File: src/rtl/avg_filter_3x3.sv
// 3x3 mean filter stage: row sums -> total -> reciprocal multiply -> round/saturate, 4 clk latency.
// Define AVG_FILTER_EDGE_NORM_EN to average edge/corner windows over in-image pixels only.
module avg_filter_3x3 #(
    parameter int unsigned DATA_W = 8,
    parameter int unsigned FRAC_W = 16
) (
    input  logic              clk,
    input  logic              rst,
    input  logic              matrix_img_vsync,
    input  logic              matrix_img_hsync,
    input  logic              matrix_img_valid,
    input  logic              matrix_top_edge_flag,
    input  logic              matrix_bottom_edge_flag,
    input  logic              matrix_left_edge_flag,
    input  logic              matrix_right_edge_flag,
    input  logic [DATA_W-1:0] matrix_p11,
    input  logic [DATA_W-1:0] matrix_p12,
    input  logic [DATA_W-1:0] matrix_p13,
    input  logic [DATA_W-1:0] matrix_p21,
    input  logic [DATA_W-1:0] matrix_p22,
    input  logic [DATA_W-1:0] matrix_p23,
    input  logic [DATA_W-1:0] matrix_p31,
    input  logic [DATA_W-1:0] matrix_p32,
    input  logic [DATA_W-1:0] matrix_p33,
    output logic              post_img_vsync,
    output logic              post_img_hsync,
    output logic              post_img_valid,
    output logic [DATA_W-1:0] post_img_data
);

    localparam int unsigned ROW_W   = DATA_W + 2;
    localparam int unsigned SUM_W   = DATA_W + 4;
    localparam int unsigned RECIP_W = FRAC_W + 1;
    localparam int unsigned PROD_W  = DATA_W + 4 + FRAC_W + 1;
    localparam int unsigned ONE     = 1 << FRAC_W;

    localparam logic [RECIP_W-1:0] RECIP_9 = RECIP_W'((ONE + 4) / 9);
    localparam logic [PROD_W-1:0]  HALF    = PROD_W'(1) << (FRAC_W - 1);
    localparam logic [PROD_W-1:0]  PIX_MAX = PROD_W'({DATA_W{1'b1}});

    // S1: edge masking and row sums
    logic              keep_r1, keep_r3, keep_c1, keep_c3;
    logic [DATA_W-1:0] m11, m12, m13, m21, m22, m23, m31, m32, m33;
    logic [ROW_W-1:0]  row1_c, row2_c, row3_c;

    always_comb begin
`ifdef AVG_FILTER_EDGE_NORM_EN
        keep_r1 = ~matrix_top_edge_flag;
        keep_r3 = ~matrix_bottom_edge_flag;
        keep_c1 = ~matrix_left_edge_flag;
        keep_c3 = ~matrix_right_edge_flag;
`else
        keep_r1 = 1'b1;
        keep_r3 = 1'b1;
        keep_c1 = 1'b1;
        keep_c3 = 1'b1;
`endif
        m11 = (keep_r1 && keep_c1) ? matrix_p11 : '0;
        m12 = keep_r1              ? matrix_p12 : '0;
        m13 = (keep_r1 && keep_c3) ? matrix_p13 : '0;
        m21 = keep_c1              ? matrix_p21 : '0;
        m22 = matrix_p22;
        m23 = keep_c3              ? matrix_p23 : '0;
        m31 = (keep_r3 && keep_c1) ? matrix_p31 : '0;
        m32 = keep_r3              ? matrix_p32 : '0;
        m33 = (keep_r3 && keep_c3) ? matrix_p33 : '0;
        row1_c = ROW_W'(m11) + ROW_W'(m12) + ROW_W'(m13);
        row2_c = ROW_W'(m21) + ROW_W'(m22) + ROW_W'(m23);
        row3_c = ROW_W'(m31) + ROW_W'(m32) + ROW_W'(m33);
    end

    logic [ROW_W-1:0]  s1_row1, s1_row2, s1_row3;
    logic [2:0]        s1_sync, s2_sync, s3_sync;
    logic [SUM_W-1:0]  s2_sum;
    logic [PROD_W-1:0] s3_prod;

`ifdef AVG_FILTER_EDGE_NORM_EN
    logic [1:0]         rows_c, cols_c;
    logic [1:0]         s1_rows, s1_cols;
    logic [3:0]         s2_n;
    logic [RECIP_W-1:0] recip_c;

    always_comb begin
        rows_c = 2'd3 - 2'(matrix_top_edge_flag) - 2'(matrix_bottom_edge_flag);
        cols_c = 2'd3 - 2'(matrix_left_edge_flag) - 2'(matrix_right_edge_flag);
    end

    // Rounded 2^FRAC_W / n; unreachable divisors fall back to the 3x3 value
    always_comb begin
        recip_c = RECIP_9;
        case (s2_n)
            4'd1:    recip_c = RECIP_W'(ONE);
            4'd2:    recip_c = RECIP_W'((ONE + 1) / 2);
            4'd3:    recip_c = RECIP_W'((ONE + 1) / 3);
            4'd4:    recip_c = RECIP_W'((ONE + 2) / 4);
            4'd6:    recip_c = RECIP_W'((ONE + 3) / 6);
            default: recip_c = RECIP_9;
        endcase
    end
`else
    logic              any_edge_c;
    logic              s1_byp, s2_byp, s3_byp;
    logic [DATA_W-1:0] s1_p22, s2_p22, s3_p22;
    logic [RECIP_W-1:0] recip_c;

    always_comb begin
        any_edge_c = matrix_top_edge_flag | matrix_bottom_edge_flag |
                     matrix_left_edge_flag | matrix_right_edge_flag;
        recip_c    = RECIP_9;
    end
`endif

    // S4 rounding, saturation and valid gating
    logic [PROD_W-1:0] rounded_c, scaled_c;
    logic [DATA_W-1:0] sat_c, data_c;

    always_comb begin
        rounded_c = s3_prod + HALF;
        scaled_c  = rounded_c >> FRAC_W;
        sat_c     = (scaled_c > PIX_MAX) ? {DATA_W{1'b1}} : DATA_W'(scaled_c);
`ifdef AVG_FILTER_EDGE_NORM_EN
        data_c    = s3_sync[0] ? sat_c : '0;
`else
        data_c    = s3_sync[0] ? (s3_byp ? s3_p22 : sat_c) : '0;
`endif
    end

    always_ff @(posedge clk) begin
        if (rst) begin
            s1_row1        <= '0;
            s1_row2        <= '0;
            s1_row3        <= '0;
            s1_sync        <= '0;
            s2_sync        <= '0;
            s3_sync        <= '0;
            s2_sum         <= '0;
            s3_prod        <= '0;
            post_img_vsync <= 1'b0;
            post_img_hsync <= 1'b0;
            post_img_valid <= 1'b0;
            post_img_data  <= '0;
`ifdef AVG_FILTER_EDGE_NORM_EN
            s1_rows        <= '0;
            s1_cols        <= '0;
            s2_n           <= '0;
`else
            s1_byp         <= 1'b0;
            s2_byp         <= 1'b0;
            s3_byp         <= 1'b0;
            s1_p22         <= '0;
            s2_p22         <= '0;
            s3_p22         <= '0;
`endif
        end else begin
            s1_row1        <= row1_c;
            s1_row2        <= row2_c;
            s1_row3        <= row3_c;
            s1_sync        <= {matrix_img_vsync, matrix_img_hsync, matrix_img_valid};
            s2_sync        <= s1_sync;
            s3_sync        <= s2_sync;
            s2_sum         <= SUM_W'(s1_row1) + SUM_W'(s1_row2) + SUM_W'(s1_row3);
            s3_prod        <= PROD_W'(s2_sum) * PROD_W'(recip_c);
            post_img_vsync <= s3_sync[2];
            post_img_hsync <= s3_sync[1];
            post_img_valid <= s3_sync[0];
            post_img_data  <= data_c;
`ifdef AVG_FILTER_EDGE_NORM_EN
            s1_rows        <= rows_c;
            s1_cols        <= cols_c;
            s2_n           <= 4'(s1_rows) * 4'(s1_cols);
`else
            s1_byp         <= any_edge_c;
            s2_byp         <= s1_byp;
            s3_byp         <= s2_byp;
            s1_p22         <= matrix_p22;
            s2_p22         <= s1_p22;
            s3_p22         <= s2_p22;
`endif
        end
    end

endmodule
File: config.mk
export PLATFORM = sky130hd
export DESIGN_NAME = avg_filter_3x3
export DESIGN_NICKNAME = d
export VERILOG_FILES = /design/src/rtl/avg_filter_3x3.sv
export SDC_FILE = /design/constraint.sdc
export NUM_CORES = 1
export LEC_CHECK = 0
export BUFFER_PORTS_ARGS = -buffer_cell sky130_fd_sc_hd__buf_2
export CORE_MARGIN = 2
export CORE_UTILIZATION = 25
export CTS_CLUSTER_DIAMETER = 80
export DETAILED_ROUTE_END_ITERATION = 10
export SYNTH_ARGS = -nofsm -noshare
export SYNTH_HDL_FRONTEND = slang
export SYNTH_SLANG_ARGS = --single-unit
File: constraint.sdc
create_clock -name clk -period 5 [get_ports clk]
set_clock_uncertainty 0.15 [all_clocks]
set_input_delay 1 -clock clk [delete_from_list [all_inputs] [get_ports clk]]
set_output_delay 1 -clock clk [all_outputs]
set_load 0.03 [all_outputs]
==> flow_metrics.tcl, run 1 <==
set metrics [dict create \
    outcome "finished clean" \
    port_buffers 91 \
    critPathTopFamily "adder cells" \
    area_growth_pct 16.9 \
    r2r-start "s2_sum[1]" \
    crit_arrival_ns 4.83 \
    cp.depth 15 \
    reg2reg_slack_ns 0.26 \
    hold_viol 0 \
    place_congestion 0.823 \
    core_um2 27000 \
    tightest_slew_ns 0.697 \
    synth-async-reset-ratio_pct 0 \
    synth_edf_count 0 \
    timing.fmax_mhz 211 \
    hp-start "s1_sync[0]" \
    netlist_instances 680 \
    crit_type "reg2reg" \
    r2r_end "s3_prod[21]" \
    synth_area_per_cell_um2 10.1 \
    vias_per_cell 4.19 \
    slowest_stage "fa_1" \
    rr_worst_depth 15 \
    min_period_over_period_pct 94.9 \
    hold_path_class "reg2reg" \
    cp_num_buf_inv 4 \
    rsz0062_at_grt "false" \
    io_pins 92 \
    finalNetCount 1022 \
    whs_path_depth 1 \
    ys_ff_latch 99 \
    p_per_area_nw_per_um2 733 \
    final_util_pct 29.8 \
    holdPathEnd "s2_sync[0]" \
    crit_chain "fa_1 -> ha_1 -> inv_1 -> fa_1 -> inv_1 -> fa_1 -> inv_1 -> fa_1 -> inv_1 -> ha_1 -> a211oi_1 -> a31oi_2 -> a221oi_4 -> mux2i_1 -> o311ai_1" \
    yosys-top-cells-area "dfxtp_1, fa_1, ha_1" \
    post-route-drc-count 0 \
    drv_cap 0 \
    cts_tree "built" \
    clock_latency_ns 0.35 \
    chipHeight_um 170 \
    ys_types 47 \
    critPathRequiredTime_ns 5.09 \
    synth_top_area_share_pct 28.8 \
    grtUsageTotal_pct 9.68 \
    end_kind "flip-flop" \
    clkTransAtPathRegs_ns 0.08 \
    clock-sinks 99 \
    cts_buffer_depth 2 \
    setup_violations 0 \
    ant_nets 0 \
    grt_pass1_wl_mm 22.2 \
    ctsHoldBuffers 0 \
    cts-root-buf "clkbuf_16" \
    grt_antenna_before_repair 0 \
    drive_gt1_share_pct 15.2 \
    final_cell_mix "inv_1, ha_1, dfxtp_1" \
    synthFlopType "dfxtp_1" \
    design.die.area_um2 28800 \
    cts_buffers 9 \
    dr.first_iter.drc_count 205 \
    final_common_cell "inv_1" \
    grt_max_degree 70 \
    critPathMaxFanout 6 \
    vdd_drop_max_uv 468 \
    drt_wl_total_mm 13.0 \
    fin_hold_ws_ns 0.283 \
    syn-num-nets 929 \
    rows 60 \
    routedWlPerCell_um 11.6 \
    dr_total_vias 4689 \
    dpl.hpwl_mm 11.1 \
    slew_viol_final 0 \
    tns_ns 0 \
    crit_path_start_kind "flip-flop" \
    slowest_delay_ns 0.52 \
    antenna_cells 0 \
    dr.pass1.iters 4 \
    relSlewSlack_pct 53.5 \
    yosysWarningCount 0 \
    overflow 0 \
    syn_area_um2 6870 \
    power_leakage_nw 3.97 \
    ys_seq_area_share_pct 28.8 \
    grt_pass1_vias 4838 \
    start_util_pct 25.5 \
    fin_crit_ns 4.74 \
    yosys.area.top_type "dfxtp_1" \
    die_width_um 170 \
    cts_max_level 3 \
]
[flip-flops by register name (all words and copies together) (netlist names), 3 cells and up]
name	cells
s3_p22	8
s1_sync	3
s1_row2	10
s3_sync	3
s3_prod	10
s2_sum	12
s2_p22	8
s1_p22	8
post_img_data	8
s1_row1	10
s2_sync	3
s1_row3	10
[worst max-delay path by stage]
stage                          from           to  slack [ns]
after floorplan           s2_sum[2]  s3_prod[21]        0.48
after global placement    s2_sum[3]  s3_prod[21]        0.27
after detailed placement  s2_sum[3]  s3_prod[21]        0.22
after CTS                 s2_sum[3]  s3_prod[21]        0.21
after global routing      s2_sum[7]  s3_prod[21]       0.006
final                     s2_sum[1]  s3_prod[21]        0.26
[layer usage]
layer | global-route usage (%) | wire length [µm] | vias to the layer above
met5 | 0 | 0 | -
met4 | 2.94 | 176 | 0
met3 | 1.91 | 452 | 12
met2 | 17.1 | 6350 | 82
met1 | 11.9 | 5980 | 2166
li1 | - | - | 2429
[cell type report]
class / count / area (µm²)
Multi-Input combinational cell: 462 / 4440
Fill cell: 2789 / 18900
Clock inverter: 7 / 78.8
Tap cell: 341 / 427
Clock buffer: 9 / 225
Sequential cell: 99 / 1980
Timing Repair Buffer: 93 / 470
Inverter: 108 / 405
[synthesized netlist by cell type, drive strengths merged, types with 2 or more instances]
master and n:
inv 107, ha 102, dfxtp 99, fa 66
nor2b 49, nor2 47, xor2 25, nor3 19
nand2 18, a21oi 17, o21ai 14, o21a 13
a21o 11, a221oi 11, xnor2 8, and3 7
clkbuf 7, a31oi 6, nand3 6, nand4 5
a211oi 4, a21boi 4, buf 4, nor4 4
o41ai 4, nor3b 3, o211a 3, and2 2
nand2b 2, o31ai 2
[what timing repair did]
| action | CTS | global route |
|---|---|---|
| gates resized for setup | 0 | 3 |
| endpoints found under the setup margin | 0 | 3 |
| setup buffers | 0 | 0 |
[logic make-up (layout without fill, tap and decap cells)]
family          after synthesis  after routing  synth area share (%)
compound gates               92             92                  9.62
flops                        99             99                  28.8
fa+ha+maj                   168            168                  37.8
simple gates                167            167                  12.7
buf+inv                     119            217                  6.56
xor+xnor                     33             33                  4.21
mux                           2              2                 0.310
[per-stage QoR]
stage / area (µm²) / setup WS, ns / instances / power [mW]
finish: 8030 / 0.257 / 1119 / 5.88
global placement: 7720 / 0.273 / 1103 / 5.15
floorplan: 6870 / 0.477 / 680 / 4.24
detailed placement: 7720 / 0.220 / 1103 / 5.18
global route: 8030 / 0.00642 / 1119 / 6.65
CTS: 8030 / 0.206 / 1119 / 5.93
[where the power goes]
| group | internal, mW | switching, mW |
|---|---|---|
| combinational | 1.84 | 2.32 |
| sequential | 0.926 | 0.103 |
| clock | 0.356 | 0.339 |
Note: power is estimated with default switching activity, not from simulation.
==> run 2: changes to the inputs <==
--- a/config.mk
+++ b/config.mk
@@ -10,6 +10,7 @@
 export CORE_UTILIZATION = 25
 export CTS_CLUSTER_DIAMETER = 80
 export DETAILED_ROUTE_END_ITERATION = 10
+export SETUP_SLACK_MARGIN = 0.4
 export SYNTH_ARGS = -nofsm -noshare
 export SYNTH_HDL_FRONTEND = slang
 export SYNTH_SLANG_ARGS = --single-unit
==> flow_metrics.tcl, run 2 (same netlist as run 1, synthesis figures left out) <==
set metrics [dict create \
    antenna_cells 0 \
    area_growth_pct 21.3 \
    crit_arrival_ns 4.54 \
    io_pins 92 \
    tightest_slew_ns 0.700 \
    tns_ns 0 \
    layout_setup_ws_ns 0.555 \
    clock-sinks 99 \
    overflow 0 \
    top_register "s2_sum" \
    grt_pass1_wl_mm 22.5 \
    die_width_um 170 \
    cts_buffer_depth 2 \
    setup_violations 0 \
    place_congestion 0.823 \
    outcome "finished clean" \
    crit_type "reg2reg" \
    cp_num_buf_inv 5 \
    min_period_over_period_pct 88.9 \
    cts-root-buf "clkbuf_16" \
    post-route-drc-count 0 \
    start_util_pct 25.5 \
    hold_path_class "reg2reg" \
    core_um2 27000 \
    grt_max_degree 70 \
    port_buffers 91 \
    routed.top_layer "met4" \
    hold_viol 0 \
    rsz0062_at_grt "true" \
    drt_wl_total_mm 13.2 \
    chipHeight_um 170 \
    cts_max_level 3 \
    finalNetCount 1026 \
    critPathRequiredTime_ns 5.09 \
    ctsHoldBuffers 0 \
    grtUsageTotal_pct 9.80 \
    crit_path_start_kind "flip-flop" \
    final_common_cell "inv_1" \
    pre_cts_slack_ns 0.220 \
    met2_length_mm 6.48 \
    vias_per_cell 4.19 \
    post_dp_cell_area_um2 7720 \
    drv_cap 0 \
    final_cell_mix "inv_1, buf_2, dfxtp_1" \
    relSlewSlack_pct 53.3 \
    slowest_stage "fa_1" \
    fin_crit_ns 4.45 \
    grt_pass1_vias 4894 \
    ant_nets 0 \
    timing.fmax_mhz 225 \
    drive_gt1_share_pct 20.3 \
    design.die.area_um2 28800 \
    met3_length_um 452 \
    largest_reg_flops 12 \
    crit_chain "fa_2 -> ha_4 -> inv_2 -> fa_1 -> inv_1 -> fa_1 -> inv_2 -> fa_1 -> inv_2 -> ha_4 -> a211oi_4 -> a31oi_4 -> a221oi_4 -> buf_4 -> xor2_2 -> nor2_1" \
    drt-met1-wl_mm 6.10 \
    finalInstanceArea_um2 8330 \
    rows 60 \
    slew_viol_final 0 \
    cts_buffers 9 \
    dpl.hpwl_mm 11.1 \
    end_kind "flip-flop" \
    critPathMaxFanout 6 \
    dr_total_vias 4701 \
    cts_tree "built" \
    routedWlPerCell_um 11.8 \
    dr.first_iter.drc_count 200 \
    slowest_delay_ns 0.52 \
    final_util_pct 30.9 \
    dr.pass1.iters 6 \
    clkTransAtPathRegs_ns 0.08 \
    grt_antenna_before_repair 0 \
    critPathTopFamily "adder cells" \
    clock_latency_ns 0.36 \
]
[run 2: cell count changes in the layout (fill, tap and decap cells not counted), moves of 3 or more]
cell	before	now
dfxtp_1	97	90
buf_4	2	6
inv_2	0	7
ha_4	0	15
dfxtp_4	0	6
a21oi_2	0	3
ha_1	101	86
a21oi_1	17	14
inv_1	107	100
[run 2: what timing repair did]
action | in CTS | in global routing
gates resized for setup | 16 | 34
pin swaps | 7 | 15
gates cloned | 0 | 0
setup buffers | 3 | 1
endpoints found under the setup margin | 6 | 8
[run 2: per-layer routing]
layer / vias to the layer above / track usage [%]
met3: 14 / 1.91
li1: 2432 / -
met4: 0 / 2.94
met5: - / 0
met2: 73 / 17.3
met1: 2182 / 12.1
[run 2: path summary, 6_finish.rpt]
kind | from | end | slack, ns | cells after the start
max reg2reg | s2_sum[3] | s3_prod[20] | 0.55 | 16
min | s1_sync[0] | s2_sync[0] | 0.28 | 1
max | s2_sum[3] | s3_prod[20] | 0.55 | 16
min reg2reg | s1_sync[0] | s2_sync[0] | 0.28 | 1
[run 2: final cells by class]
type / count / area [µm²]
clock inverter: 7 / 78.8
sequential: 99 / 2010
clock buffer: 9 / 225
inverter: 108 / 405
multi-input combinational: 462 / 4690
tap: 341 / 427
timing repair buffer: 97 / 500
fill: 2748 / 18600
[run 2: metrics by stage]
| step | hold slack, ns | std cells |
|---|---|---|
| after floorplan | 0.264 | 680 |
| after global placement | 0.266 | 1103 |
| after detailed placement | 0.273 | 1103 |
| after CTS | 0.289 | 1122 |
| after global routing | 0.303 | 1123 |
| final | 0.283 | 1123 |
[run 2: worst register-to-register path, cell delays in order (launching register included)]
cell and delay [ns]:
dfxtp_4 0.38, fa_2 0.48, ha_4 0.29, inv_2 0.04
fa_1 0.52, inv_1 0.05, fa_1 0.51, inv_2 0.04
fa_1 0.51, inv_2 0.05, ha_4 0.23, a211oi_4 0.23
a31oi_4 0.14, a221oi_4 0.37, buf_4 0.18, xor2_2 0.12
nor2_1 0.05
Power of run 2 is left out: the tool's default activity adds up to more than one toggle a clock period on the data nets, which glitch-free logic cannot reach.
==> run 3: changes to the inputs <==
--- a/config.mk
+++ b/config.mk
@@ -6,7 +6,7 @@
 export NUM_CORES = 1
 export LEC_CHECK = 0
 export BUFFER_PORTS_ARGS = -buffer_cell sky130_fd_sc_hd__buf_2
-export CORE_MARGIN = 2
+export CORE_MARGIN = 10
 export CORE_UTILIZATION = 25
 export CTS_CLUSTER_DIAMETER = 80
 export DETAILED_ROUTE_END_ITERATION = 10
==> flow_metrics.tcl, run 3 (same netlist as run 1, synthesis figures left out) <==
set metrics [dict create \
    dr.first_iter.drc_count 147 \
    grt_antenna_before_repair 0 \
    grtUsageMet1_pct 10.3 \
    crit_type "reg2reg" \
    rows 60 \
    start_util_pct 25.4 \
    clkTransAtPathRegs_ns 0.08 \
    antenna_cells 0 \
    outcome "finished clean" \
    rsz0062_at_grt "true" \
    drv_cap 0 \
    fin_crit_ns 4.62 \
    min_period_over_period_pct 92.3 \
    rr_worst_depth 17 \
    crit_path_start_kind "flip-flop" \
    critPathCapture "s3_prod[24]" \
    vias_per_cell 4.20 \
    top_register "s2_sum" \
    cts_max_level 3 \
    clock-sinks 99 \
    slew_viol_final 0 \
    tightest_slew_ns 0.641 \
    tns_ns 0 \
    reg2reg_slack_ns 0.38 \
    hold_viol 0 \
    die_width_um 186 \
    startpoint "s2_sum[8]" \
    hp-start "s1_sync[0]" \
    post-route-drc-count 0 \
    cts-root-buf "clkbuf_16" \
    overflow 0 \
    grt_max_degree 65 \
    io_pins 92 \
    place_congestion 0.841 \
    relSlewSlack_pct 57.3 \
    area_growth_pct 20.5 \
    largest_reg_flops 12 \
    cts_tree "built" \
    dr.pass1.iters 4 \
    chipHeight_um 186 \
    ant_nets 0 \
    critPathRequiredTime_ns 5.14 \
    fillers 2830 \
    met3_usage_pct 2.50 \
    grt_pass1_wl_mm 23.9 \
    setup_violations 0 \
    drt_wl_total_mm 14.1 \
    seq_area_um2 2010 \
    r2r-start "s2_sum[8]" \
    critPathMaxFanout 5 \
    finalNetCount 1031 \
    multi_input_area_um2 4590 \
    drive_gt1_share_pct 19.6 \
    end_kind "flip-flop" \
    port_buffers 91 \
    grt_pass1_vias 5078 \
    r2r_end "s3_prod[24]" \
    cts_buffer_depth 2 \
    final_common_cell "inv_1" \
    grtUsageMet2_pct 14.6 \
    timing.fmax_mhz 217 \
    design.die.area_um2 34500 \
    cts_buffers 9 \
    hold_path_class "reg2reg" \
    core_um2 27000 \
    final_cell_mix "inv_1, ha_1, buf_2" \
    crit_arrival_ns 4.76 \
    grtUsageTotal_pct 8.58 \
    dpl.hpwl_mm 11.9 \
    routedWlPerCell_um 12.5 \
    dr_total_vias 4736 \
    top_usage_layer "met2" \
    clock_latency_ns 0.35 \
]
run 3: area by class of cell:
type / count / area share [%]
multi-input cells: 462 / 55.5
flip-flops and latches: 99 / 24.3
repair buffers: 102 / 6.50
well taps: 341 / 5.15
inverters: 108 / 4.90
clock buffers: 9 / 2.72
clock inverters: 7 / 1.01
run 3: metrics by stage:
stage                     area [µm²]  util, %  hold WS [ns]  setup slack (ns)  std cells
final                           8280     30.6         0.279             0.385       1128
after global placement          7720     28.6         0.268             0.262       1103
after CTS                       8140     30.1         0.283             0.405       1124
after global routing            8280     30.6         0.296             0.228       1128
after floorplan                 6870        -         0.264             0.477        680
after detailed placement        7720     28.6         0.270             0.215       1103
run 3: worst min-delay path by stage:
stage	end	slack (ns)	cells past startpoint
floorplan	post_img_hsync	0.26	1
global placement	s2_sync[2]	0.27	1
detailed placement	s2_byp	0.27	1
CTS	s2_sync[0]	0.28	1
global route	s2_p22[0]	0.30	1
finish	s2_sync[0]	0.28	1
run 3: layer usage:
layer	vias up	share of wire, %
li1	2454	-
met5	-	0
met1	2194	45
met3	10	3.8
met4	0	1.4
met2	78	50
run 3: what timing repair did:
item / in CTS / in global routing
gates resized for setup: 15 / 24
setup endpoints to repair: 5 / 9
setup buffers: 5 / 4
hold buffers: 0 / 0
pin swaps: 9 / 16
run 3: worst max-delay path, stage by stage (launching register included):
cell and delay, ns:
dfxtp_4 0.37, fa_1 0.52, ha_4 0.29, inv_2 0.03, fa_1 0.54, inv_2 0.04, fa_1 0.51, inv_2 0.04
fa_1 0.51, inv_2 0.05, ha_4 0.28, o21a_1 0.16, o31ai_4 0.09, a31oi_4 0.22, a221oi_4 0.12, buf_4 0.15
or4_1 0.39, nand3_1 0.09
Power of run 3 is left out for the same reason.
